===== src/rtl/chunked_flag_adder.sv =====
// rtl/chunked_flag_adder.sv - multi-cycle add/sub, CHUNK bits per cycle, with carry/zero/neg/ovf flags.
// Define ADDER_SAT_EN to saturate sum to the signed range on overflow.
module chunked_flag_adder #(
  parameter int WIDTH = 16,
  parameter int CHUNK = 4
) (
  input  logic             clk,
  input  logic             rst,
  input  logic             in_valid,
  output logic             in_ready,
  input  logic [WIDTH-1:0] a,
  input  logic [WIDTH-1:0] b,
  input  logic             cin,
  input  logic             sub,
  output logic             out_valid,
  input  logic             out_ready,
  output logic [WIDTH-1:0] sum,
  output logic             cout,
  output logic             zero,
  output logic             neg,
  output logic             ovf
);

  localparam int N  = WIDTH / CHUNK;
  localparam int CW = (N > 1) ? $clog2(N) : 1;

  localparam logic [1:0] S_IDLE = 2'd0;
  localparam logic [1:0] S_BUSY = 2'd1;
  localparam logic [1:0] S_DONE = 2'd2;

  logic [1:0]       state;
  logic [CW-1:0]    cnt;
  logic             carry;
  logic             cin_q;
  logic             a_msb;
  logic             b_msb;
  logic [WIDTH-1:0] a_q;
  logic [WIDTH-1:0] b_q;
  logic [WIDTH-1:0] acc;

  logic             slice_cin;
  logic [CHUNK:0]   slice;
  logic [WIDTH-1:0] acc_next;
  logic [WIDTH-1:0] res;
  logic             last;
  logic             ovf_next;

  assign in_ready = (state == S_IDLE) && !rst;

  // Operands are shifted down each cycle so the active slice is always at bit 0;
  // the result is shifted in from the top so it lands aligned after N cycles.
  always_comb begin
    slice_cin = (cnt == '0) ? cin_q : carry;
    slice     = {1'b0, a_q[CHUNK-1:0]} + {1'b0, b_q[CHUNK-1:0]} + {{CHUNK{1'b0}}, slice_cin};
    acc_next  = (acc >> CHUNK) | (WIDTH'(slice[CHUNK-1:0]) << (WIDTH - CHUNK));
    last      = (cnt == CW'(N - 1));
    ovf_next  = (a_msb == b_msb) && (acc_next[WIDTH-1] != a_msb);
`ifdef ADDER_SAT_EN
    if (ovf_next) begin
      res = a_msb ? {1'b1, {(WIDTH-1){1'b0}}} : {1'b0, {(WIDTH-1){1'b1}}};
    end else begin
      res = acc_next;
    end
`else
    res = acc_next;
`endif
  end

  always_ff @(posedge clk or posedge rst) begin
    if (rst) begin
      state     <= S_IDLE;
      cnt       <= '0;
      carry     <= 1'b0;
      cin_q     <= 1'b0;
      a_msb     <= 1'b0;
      b_msb     <= 1'b0;
      a_q       <= '0;
      b_q       <= '0;
      acc       <= '0;
      out_valid <= 1'b0;
      sum       <= '0;
      cout      <= 1'b0;
      zero      <= 1'b0;
      neg       <= 1'b0;
      ovf       <= 1'b0;
    end else begin
      case (state)
        S_IDLE: begin
          if (in_valid) begin
            // Subtraction is a + ~b + 1: the +1 rides in as the first-slice carry.
            a_q   <= a;
            b_q   <= sub ? ~b : b;
            cin_q <= sub ? 1'b1 : cin;
            a_msb <= a[WIDTH-1];
            b_msb <= sub ? ~b[WIDTH-1] : b[WIDTH-1];
            cnt   <= '0;
            carry <= 1'b0;
            acc   <= '0;
            state <= S_BUSY;
          end
        end
        S_BUSY: begin
          a_q   <= a_q >> CHUNK;
          b_q   <= b_q >> CHUNK;
          acc   <= acc_next;
          carry <= slice[CHUNK];
          if (last) begin
            sum       <= res;
            cout      <= slice[CHUNK];
            zero      <= (res == '0);
            neg       <= res[WIDTH-1];
            ovf       <= ovf_next;
            out_valid <= 1'b1;
            state     <= S_DONE;
          end else begin
            cnt <= cnt + 1'b1;
          end
        end
        S_DONE: begin
          if (out_ready) begin
            out_valid <= 1'b0;
            state     <= S_IDLE;
          end
        end
        default: state <= S_IDLE;
      endcase
    end
  end

endmodule


===== config.mk =====
export PLATFORM = sky130hd
export DESIGN_NAME = chunked_flag_adder
export DESIGN_NICKNAME = d
export VERILOG_FILES = /design/src/rtl/chunked_flag_adder.sv
export SDC_FILE = /design/constraint.sdc
export NUM_CORES = 1
export LEC_CHECK = 0
export CAP_MARGIN = 20
export CELL_PAD_IN_SITES_DETAIL_PLACEMENT = 0
export CELL_PAD_IN_SITES_GLOBAL_PLACEMENT = 1
export CORE_UTILIZATION = 39
export CTS_BUF_LIST = sky130_fd_sc_hd__clkbuf_8
export DETAILED_ROUTE_END_ITERATION = 7
export MAX_ROUTING_LAYER = met4
export PLACE_DENSITY_LB_ADDON = 0.12
export SLEW_MARGIN = 15
export SYNTH_ARGS = -nofsm -noshare
export SYNTH_HDL_FRONTEND = slang
export SYNTH_SLANG_ARGS = --single-unit

===== constraint.sdc =====
create_clock -name clk -period 2.6 [get_ports clk]
set_clock_uncertainty 0.2 [all_clocks]
set_input_delay 0.52 -clock clk [delete_from_list [all_inputs] [get_ports clk]]
set_output_delay 0.52 -clock clk [all_outputs]
set_load 0.01 [all_outputs]

==> impl_metrics.tcl, run 1 <==
set metrics [dict create \
    hpwl_mm 4.91 \
    ys_types 40 \
    grt_pass1_wl_mm 12.0 \
    drt_pre_antenna_iters 4 \
    clock_sinks 72 \
    synth_top_area_frac 0.538 \
    setup_viol 0 \
    async_flop_share 1.00 \
    track_usage 0.181 \
    p_leak_nw 1.83 \
    routed_wl_mm 7.03 \
    crit_type "register to register" \
    cts_root_buffer "clkbuf_8" \
    port_buffers 59 \
    p_per_area_nw_per_um2 1250 \
    critPathMaxStageDelay_ns 0.41 \
    row_count 33 \
    clkTransAtPathRegs_ns 0.09 \
    crit_chain "inv_1, ha_1, mux2_2, fa_2, fa_2, xnor2_2, nand2_2, o31ai_2" \
    nFillCells 795 \
    min_period_over_period 0.935 \
    outcome "complete, no violations" \
    final_antenna_net_count 0 \
    crit_fanout 3 \
    drv_slew 0 \
    cts_buffers 9 \
    cp_slowest_cell "dfrtp_1" \
    gp_congestion 0.734 \
    grt_start_max_net_pins 37 \
    start_kind "register" \
    die_area_sq_um 8960 \
    multiInputGateArea_sq_um 1410 \
    synth_top_area_cell "dfrtp_1" \
    post_cts_buffers 0 \
    grt_setup_unrepaired "false" \
    final_layout_size_suffix_gt1_frac 0.154 \
    drc 0 \
    initial_core_util 0.405 \
    synth_edf_count 0 \
    synth_area_leaders "dfrtp_1 (54%), xnor2_1 (4.4%), a22o_1 (4.2%)" \
    antenna_found_initial 0 \
    drv_cap 0 \
    crit_path_end_kind "register" \
    first_global_vias 2409 \
    die_x_um 94.7 \
    clk_latency_ns 0.35 \
    final_nets 409 \
    period_minus_slack_ns 2.43 \
    slew_headroom 0.646 \
    syn_nets 347 \
    regArea_sq_um 1800 \
    io_pins 60 \
    area_growth_pct 27.2 \
    chipHeight_um 94.7 \
    postSynthAreaPerCell_sq_um 11.1 \
    finalHoldViolCount 0 \
    tightest_slew_ns 0.532 \
    cpMostUsedCell "fa_2" \
    coreArea_sq_um 8260 \
    cts_max_level 3 \
    yosysWarnings 0 \
    clock_path_buffers 2 \
    place_inst 458 \
    fmax_mhz 412 \
    netlist_area_sq_um 3350 \
    vias_per_cell 5.10 \
    overflow 0 \
    cts_tree "built" \
    worst-path-buf-inv 1 \
    drt-initial-drc-count 72 \
    arrival_ns 2.50 \
    cp.required_ns 2.67 \
    fin_ws_ns 0.170 \
    ys_seq_area_frac 0.538 \
    diodes 0 \
    place_area_sq_um 4060 \
    critPathLaunch "cnt[1]$_DFFE_PP0P_" \
    final_cells 474 \
    cts_hold_buf 0 \
    r2r-start "cnt[1]$_DFFE_PP0P_" \
    synth_seq_cells 72 \
    dpl_worst_slack_ns -0.0206 \
    ir_drop_mv 0.369 \
    final_cell_area_sq_um 4260 \
    wl_per_cell_um 14.8 \
    cp_top_family "adder cells" \
    route.vias.total 2417 \
    holdCritPathClass "input port to async pin" \
    ys.flop_type "dfrtp_1" \
    synthCells 302 \
]
-- path summary, 6_finish.rpt --
path / endpoint / slack (ns) / cells after the start
min in group clk: b_q[12]$_DFFE_PP0P_ / 0.28 / 2
worst min-delay path: b_q[7]$_DFFE_PP0P_ / 0.25 / 2
worst min register to register: b_q[12]$_DFFE_PP0P_ / 0.28 / 2
max in group asynchronous: b_q[13]$_DFFE_PP0P_ / 1.44 / 3
worst max-delay path: zero$_DFFE_PP0P_ / 0.17 / 8
worst max register to register: zero$_DFFE_PP0P_ / 0.17 / 8
-- cell families after synthesis --
group,share of synthesized area
AO/OA/AOI/OAI,0.152
XOR/XNOR,0.0445
adder cells (fa/ha/maj),0.0306
buffers and inverters,0.0452
flip-flops,0.538
multiplexers,0.0673
AND/OR/NAND/NOR,0.122
-- per-layer routing --
metal / vias up / part of all wire / GRT usage
met4: 0 / 0.012 / 0.0644
met2: 44 / 0.46 / 0.273
li1: 1182 / - / -
met5: - / 0 / -
met3: 9 / 0.031 / 0.0298
met1: 1182 / 0.50 / 0.248
-- layout by cell type, fill, tap and decap left out, types with 9 or more instances in the layout --
master            n
dfrtp_1          72
nand2_1          35
a31oi_1          13
a21oi_1          19
mux2_2           12
xnor2_1          16
o22a_1           12
clkdlybuf4s50_1  59
nor2b_1          13
a22o_1           16
clkbuf_8          9
nor2_1           24
buf_4            10
-- synthesized netlist by cell type (2+ instances only) --
master    number
dfrtp_1       72
nand2_1       35
nor2_1        24
a21oi_1       19
xnor2_1       17
a22o_1        16
a31oi_1       13
nor2b_1       13
mux2_2        12
o22a_1        12
clkbuf_1       8
inv_1          7
buf_2          6
mux2_4         6
o21ai_0        6
ha_1           5
nor4_1         3
o31ai_1        3
buf_4          2
fa_1           2
nor3_1         2
-- power breakdown --
group	leakage (nW)	switching [mW]	internal, mW
Sequential	0.885	0.354	1.64
Combinational	0.849	1.21	1.27
Clock	0.0927	0.475	0.366
-- per-stage QoR --
stage | setup TNS, ns | power, mW | hold WS (ns) | util
global placement | 0 | 4.43 | 0.265 | 0.492
global route | 0 | 5.76 | 0.257 | 0.516
detailed placement | -0.0206 | 4.48 | 0.269 | 0.492
floorplan | 0 | 3.70 | 0.246 | -
finish | 0 | 5.31 | 0.251 | 0.516
CTS | 0 | 5.37 | 0.247 | 0.515
-- registers in the layout (all words and copies together) (netlist names), 2 cells and up --
signal and cells:
sum 16, cnt 2, acc 12, state 2, b_q 16, a_q 16
-- layout make-up --
type / instances / share of cell area
flip-flops and latches: 72 / 0.423
multi-input cells: 203 / 0.330
repair buffers: 71 / 0.166
well taps: 105 / 0.0308
clock buffers: 9 / 0.0291
clock inverters: 7 / 0.0147
inverters: 7 / 0.00617
-- timing repair --
item	in CTS	in global routing
gates resized for setup	2	1
pin swaps	0	1
setup endpoints to repair	1	4
No activity file was read; power rests on OpenSTA's default activity.
==> inputs of run 2 (changes only) <==
CORE_ASPECT_RATIO = 0.5   (was unset)
CORE_UTILIZATION = 43   (was 39)
DONT_BUFFER_PORTS = 1   (was unset)
==> impl_metrics.tcl, run 2 (synthesized netlist as in run 1, its figures left out) <==
set metrics [dict create \
    arrival_ns 2.51 \
    p_seq_frac 0.408 \
    start_kind "register" \
    finalHoldViolCount 0 \
    reg_top3 "a_q: 16 flops, b_q: 16 flops, sum: 16 flops" \
    p_leak_nw 1.61 \
    drt-initial-drc-count 98 \
    coreArea_sq_um 7430 \
    cp.required_ns 2.66 \
    setup_viol 0 \
    cts_max_level 3 \
    outcome "complete, no violations" \
    min_period_over_period 0.943 \
    final_cells 405 \
    combPwrFrac 0.404 \
    grt_start_max_net_pins 73 \
    final_layout_size_suffix_gt1_frac 0.175 \
    antenna_found_initial 0 \
    wl_per_cell_um 17.2 \
    clk_latency_ns 0.35 \
    track_usage 0.200 \
    hpwl_mm 4.74 \
    power.internal_mw 3.21 \
    power.switching_mw 1.96 \
    met2_usage 0.296 \
    netSwitchingFraction 0.379 \
    route.vias.total 2214 \
    dpl_worst_slack_ns 0.0260 \
    drv_cap 0 \
    drv_slew 0 \
    row_count 22 \
    busiest_layer "met2" \
    grt_pass1_wl_mm 11.9 \
    grt_use_met3 0.0670 \
    final_cell_area_sq_um 3680 \
    clkTransAtPathRegs_ns 0.07 \
    gr-usage-met1 0.264 \
    diodes 0 \
    final_common_cell "dfrtp_1" \
    chipHeight_um 64.4 \
    drc 0 \
    place_inst 388 \
    io_pins 60 \
    area_growth_pct 9.87 \
    ir_drop_mv 0.400 \
    crit_type "register to register" \
    port_buffers 0 \
    fin_ws_ns 0.149 \
    die_area_sq_um 8160 \
    holdCritPathClass "input port to register" \
    die_x_um 127 \
    slew_headroom 0.649 \
    gp_congestion 0.755 \
    place_area_sq_um 3430 \
    clock_path_buffers 2 \
    cts_buffers 9 \
    cts_tree "built" \
    routed_wl_mm 6.97 \
    vias_per_cell 5.47 \
    mostFrequentLayoutCells "dfrtp_1 (72), nand2_1 (35), nor2_1 (24)" \
    tightest_slew_ns 0.526 \
    drt_pre_antenna_iters 4 \
    p_per_area_nw_per_um2 1410 \
    first_global_vias 2287 \
    crit_fanout 3 \
    clkPwrFrac 0.189 \
    clock_sinks 72 \
    final_nets 349 \
    fmax_mhz 408 \
    period_minus_slack_ns 2.45 \
    initial_core_util 0.451 \
    overflow 0 \
    cts_root_buffer "clkbuf_8" \
    final_antenna_net_count 0 \
    utilization 0.495 \
    crit_path_end_kind "register" \
]
-- run 2: routing by layer --
metal	wire, um	vias to the layer above
met1	3430	1090
met2	3050	59
li1	-	1055
met3	411	10
met4	71	0
met5	0	-
-- run 2: layout make-up --
class / instances / area, sq um
Clock buffer: 10 / 138
Clock inverter: 6 / 83.8
Fill cell: 692 / 3750
Inverter: 7 / 26.3
Multi-Input combinational cell: 203 / 1410
Sequential cell: 72 / 1800
Tap cell: 96 / 120
Timing Repair Buffer: 11 / 97.6
-- run 2: power by group through the flow --
stage               Sequential (mW)  Combinational, mW  Clock [mW]
global placement               2.12               1.98           0
global route                   2.18               2.36        1.06
finish                         2.11               2.09       0.975
CTS                            2.11               2.05        1.00
detailed placement             2.13               2.05           0
floorplan                      1.97               1.72           0
-- run 2: stage by stage --
stage               hold WS (ns)  power [mW]  setup TNS (ns)
global placement           0.260        4.10               0
global route              0.0813        5.61        -0.00547
CTS                       0.0817        5.17               0
finish                     0.101        5.17               0
floorplan                  0.246        3.70               0
detailed placement         0.266        4.18               0
-- run 2: path summary, 6_finish.rpt --
path / start / endpoint / slack, ns / depth (start not counted)
setup / recovery: cnt[0]$_DFFE_PP0P_ / zero$_DFFE_PP0P_ / 0.15 / 8
hold / removal: a[14] / a_q[14]$_DFFE_PP0P_ / 0.10 / 1
setup reg to reg: cnt[0]$_DFFE_PP0P_ / zero$_DFFE_PP0P_ / 0.15 / 8
hold reg to reg: b_q[13]$_DFFE_PP0P_ / b_q[13]$_DFFE_PP0P_ / 0.28 / 2
max in group asynchronous: rst / sum[8]$_DFFE_PP0P_ / 1.38 / 3
min in group asynchronous: rst / state[0]$_DFFE_PP0P_ / 0.48 / 3
-- run 2: critical path, cell delays in order, from the launching register on --
cell	delay (ns)
dfrtp_1	0.38
inv_1	0.06
ha_1	0.16
mux2_4	0.31
fa_2	0.37
fa_2	0.50
nor2_1	0.10
nand4_1	0.11
o31ai_2	0.19
-- run 2: what timing repair did --
action	in CTS	in global routing
endpoints found under the setup margin	0	4
hold buffers	1	0
endpoints found under the hold margin	72	0
gates resized for setup	0	5
buffers inserted	0	0
==> inputs of run 3 (changes only) <==
ABC_AREA = 1   (was unset)
SKIP_LAST_GASP = 1   (was unset)
SLEW_MARGIN = 40   (was 15)
==> impl_metrics.tcl, run 3 <==
set metrics [dict create \
    outcome "complete, no violations" \
    clkTransAtPathRegs_ns 0.07 \
    synth_top_area_frac 0.524 \
    die_area_sq_um 8380 \
    port_buffers 0 \
    synth.most_common_cell "nand2_1" \
    io_pins 60 \
    r2r_slack_ns 0.22 \
    grt_start_max_net_pins 45 \
    syn_nets 417 \
    start_kind "register" \
    reg_top3 "a_q: 16 flops, b_q: 16 flops, sum: 16 flops" \
    grt_pass1_wl_mm 12.0 \
    met2_usage 0.291 \
    routed_wl_mm 6.91 \
    nFillCells 770 \
    p_seq_frac 0.390 \
    p_per_area_nw_per_um2 1380 \
    synth_top_area_cell "dfrtp_1" \
    mostFrequentLayoutCells "nand2_1 (77), dfrtp_1 (72), o21ai_0 (55)" \
    crit_type "register to register" \
    final_antenna_net_count 0 \
    synth_area_leaders "dfrtp_1 (52%), nand2_1 (8.4%), o21ai_0 (8.2%)" \
    route.vias.total 2420 \
    r2r-start "cnt[0]$_DFFE_PP0P_" \
    clkPwrFrac 0.169 \
    tightest_slew_ns 0.729 \
    min-delay-start "out_ready" \
    yosysWarnings 0 \
    vias_per_cell 5.05 \
    cts_max_level 3 \
    postSynthAreaPerCell_sq_um 9.24 \
    initial_core_util 0.456 \
    synthCells 372 \
    min_period_over_period 0.916 \
    period_minus_slack_ns 2.38 \
    p_total_mw 5.04 \
    overflow 0 \
    netSwitchingFraction 0.438 \
    cts_root_buffer "clkbuf_8" \
    drv_cap 0 \
    final_layout_size_suffix_gt1_frac 0.108 \
    row_count 22 \
    coreArea_sq_um 7540 \
    drv_slew 0 \
    gp_congestion 0.774 \
    power.switching_mw 2.21 \
    place_inst 463 \
    clock_path_buffers 2 \
    final_cells 479 \
    combPwrFrac 0.441 \
    synth_edf_count 0 \
    critPathLaunch "cnt[0]$_DFFE_PP0P_" \
    crit_fanout 3 \
    die_x_um 128 \
    drt-initial-drc-count 109 \
    ys.flop_type "dfrtp_1" \
    busiest_layer "met2" \
    diodes 0 \
    grt_use_met3 0.0749 \
    cts_tree "built" \
    slew_headroom 0.513 \
    finalHoldViolCount 0 \
    holdCritPathClass "input port to register" \
    final_common_cell "nand2_1" \
    chipHeight_um 65.2 \
    ys_seq_area_frac 0.524 \
    track_usage 0.195 \
    drt_pre_antenna_iters 4 \
    final_nets 412 \
    area_growth_pct 6.15 \
    ys_types 27 \
    fin_setup_tns_ns 0 \
    cp.required_ns 2.66 \
    post_cts_buffers 0 \
    drc 0 \
    antenna_found_initial 0 \
    gr-usage-met1 0.245 \
    grt_setup_unrepaired "false" \
    fmax_mhz 420 \
    p_leak_nw 1.74 \
    regArea_sq_um 1800 \
    clk_latency_ns 0.35 \
    netlist_area_sq_um 3440 \
    power.internal_mw 2.83 \
    utilization 0.484 \
    hpwl_mm 4.66 \
    yosys-top-cells-count "nand2_1 (77), dfrtp_1 (72), o21ai_0 (56)" \
    async_flop_share 1.00 \
    wl_per_cell_um 14.4 \
    crit_path_end_kind "register" \
    ir_drop_mv 0.477 \
    arrival_ns 2.44 \
    setup_viol 0 \
    multiInputGateArea_sq_um 1290 \
    first_global_vias 2475 \
    synth_seq_cells 72 \
    cts_buffers 9 \
    clock_sinks 72 \
]
## run 3: changes by cell type in the layout (fill, tap and decap cells not counted), sizes merged, moves of 12 or more
cell   delta
o22a     -12
a22o     -16
xor2     +14
nand2    +43
xnor2    -17
o22ai    +12
nor2     -17
inv      +46
nor2b    -14
mux2     -18
a21oi    -14
a31oi    -13
o21ai    +72
## run 3: path summary, 6_finish.rpt
path                                        endpoint  cells past startpoint
worst max-delay path             sum[14]$_DFFE_PP0P_                      9
worst min-delay path            state[1]$_DFFE_PP0P_                      1
worst max register to register   sum[14]$_DFFE_PP0P_                      9
worst min register to register   b_q[13]$_DFFE_PP0P_                      2
max in group asynchronous         a_q[2]$_DFFE_PP0P_                      3
min in group asynchronous       state[1]$_DFFE_PP0P_                      2
## run 3: cell type report
class,count,area share
clock buffers,10,0.0377
clock inverters,5,0.0134
inverters,53,0.0559
multi-input cells,229,0.354
flip-flops and latches,72,0.494
well taps,108,0.0370
repair buffers,2,0.00823
## run 3: cell families after synthesis
kind of cell | count (synthesis) | synth area share
DFF | 72 | 0.524
xor gates and xnor gates | 14 | 0.0357
buffers and inverters | 71 | 0.102
AOI/OAI and AO/OA | 106 | 0.181
and+or+nand+nor | 102 | 0.127
adders and majority gates | 7 | 0.0298
## run 3: layer usage
metal | share of wire | routed length (um)
met1 | 0.49 | 3360
met2 | 0.43 | 2960
met3 | 0.077 | 535
met4 | 0.0084 | 58
met5 | 0 | 0
## run 3: power by group through the flow
| stage | Clock [mW] | Sequential, mW | Combinational [mW] |
|---|---|---|---|
| 4_1_cts | 0.876 | 1.97 | 2.23 |
| 3_3_place_gp | 0 | 1.97 | 2.14 |
| 6_report | 0.852 | 1.96 | 2.22 |
| 2_1_floorplan | 0 | 1.91 | 1.95 |
| 3_5_place_dp | 0 | 1.99 | 2.21 |
| 5_1_grt | 0.926 | 2.02 | 2.62 |
## run 3: through the flow
step	worst slack (ns)	hold WS [ns]	area, sq um
after floorplan	0.0551	0.253	3440
after global placement	0.252	0.273	3450
after detailed placement	0.196	0.273	3450
after CTS	0.162	0.0461	3640
after global routing	0.0210	0.0448	3650
final	0.219	0.0593	3650
## run 3: critical path, cell delays in order (launching register included)
cell and delay, ns:
dfrtp_1 0.36, inv_1 0.08, ha_1 0.22, nand2_1 0.07
o21ai_1 0.08, fa_2 0.40, fa_1 0.41, xor2_1 0.25
inv_1 0.09, o21ai_0 0.15
## run 3: repair_timing
item | in CTS | in global routing
hold buffers | 1 | 0
endpoints found under the hold margin | 33 | 0
endpoints found under the setup margin | 0 | 1
resized for setup | 0 | 3
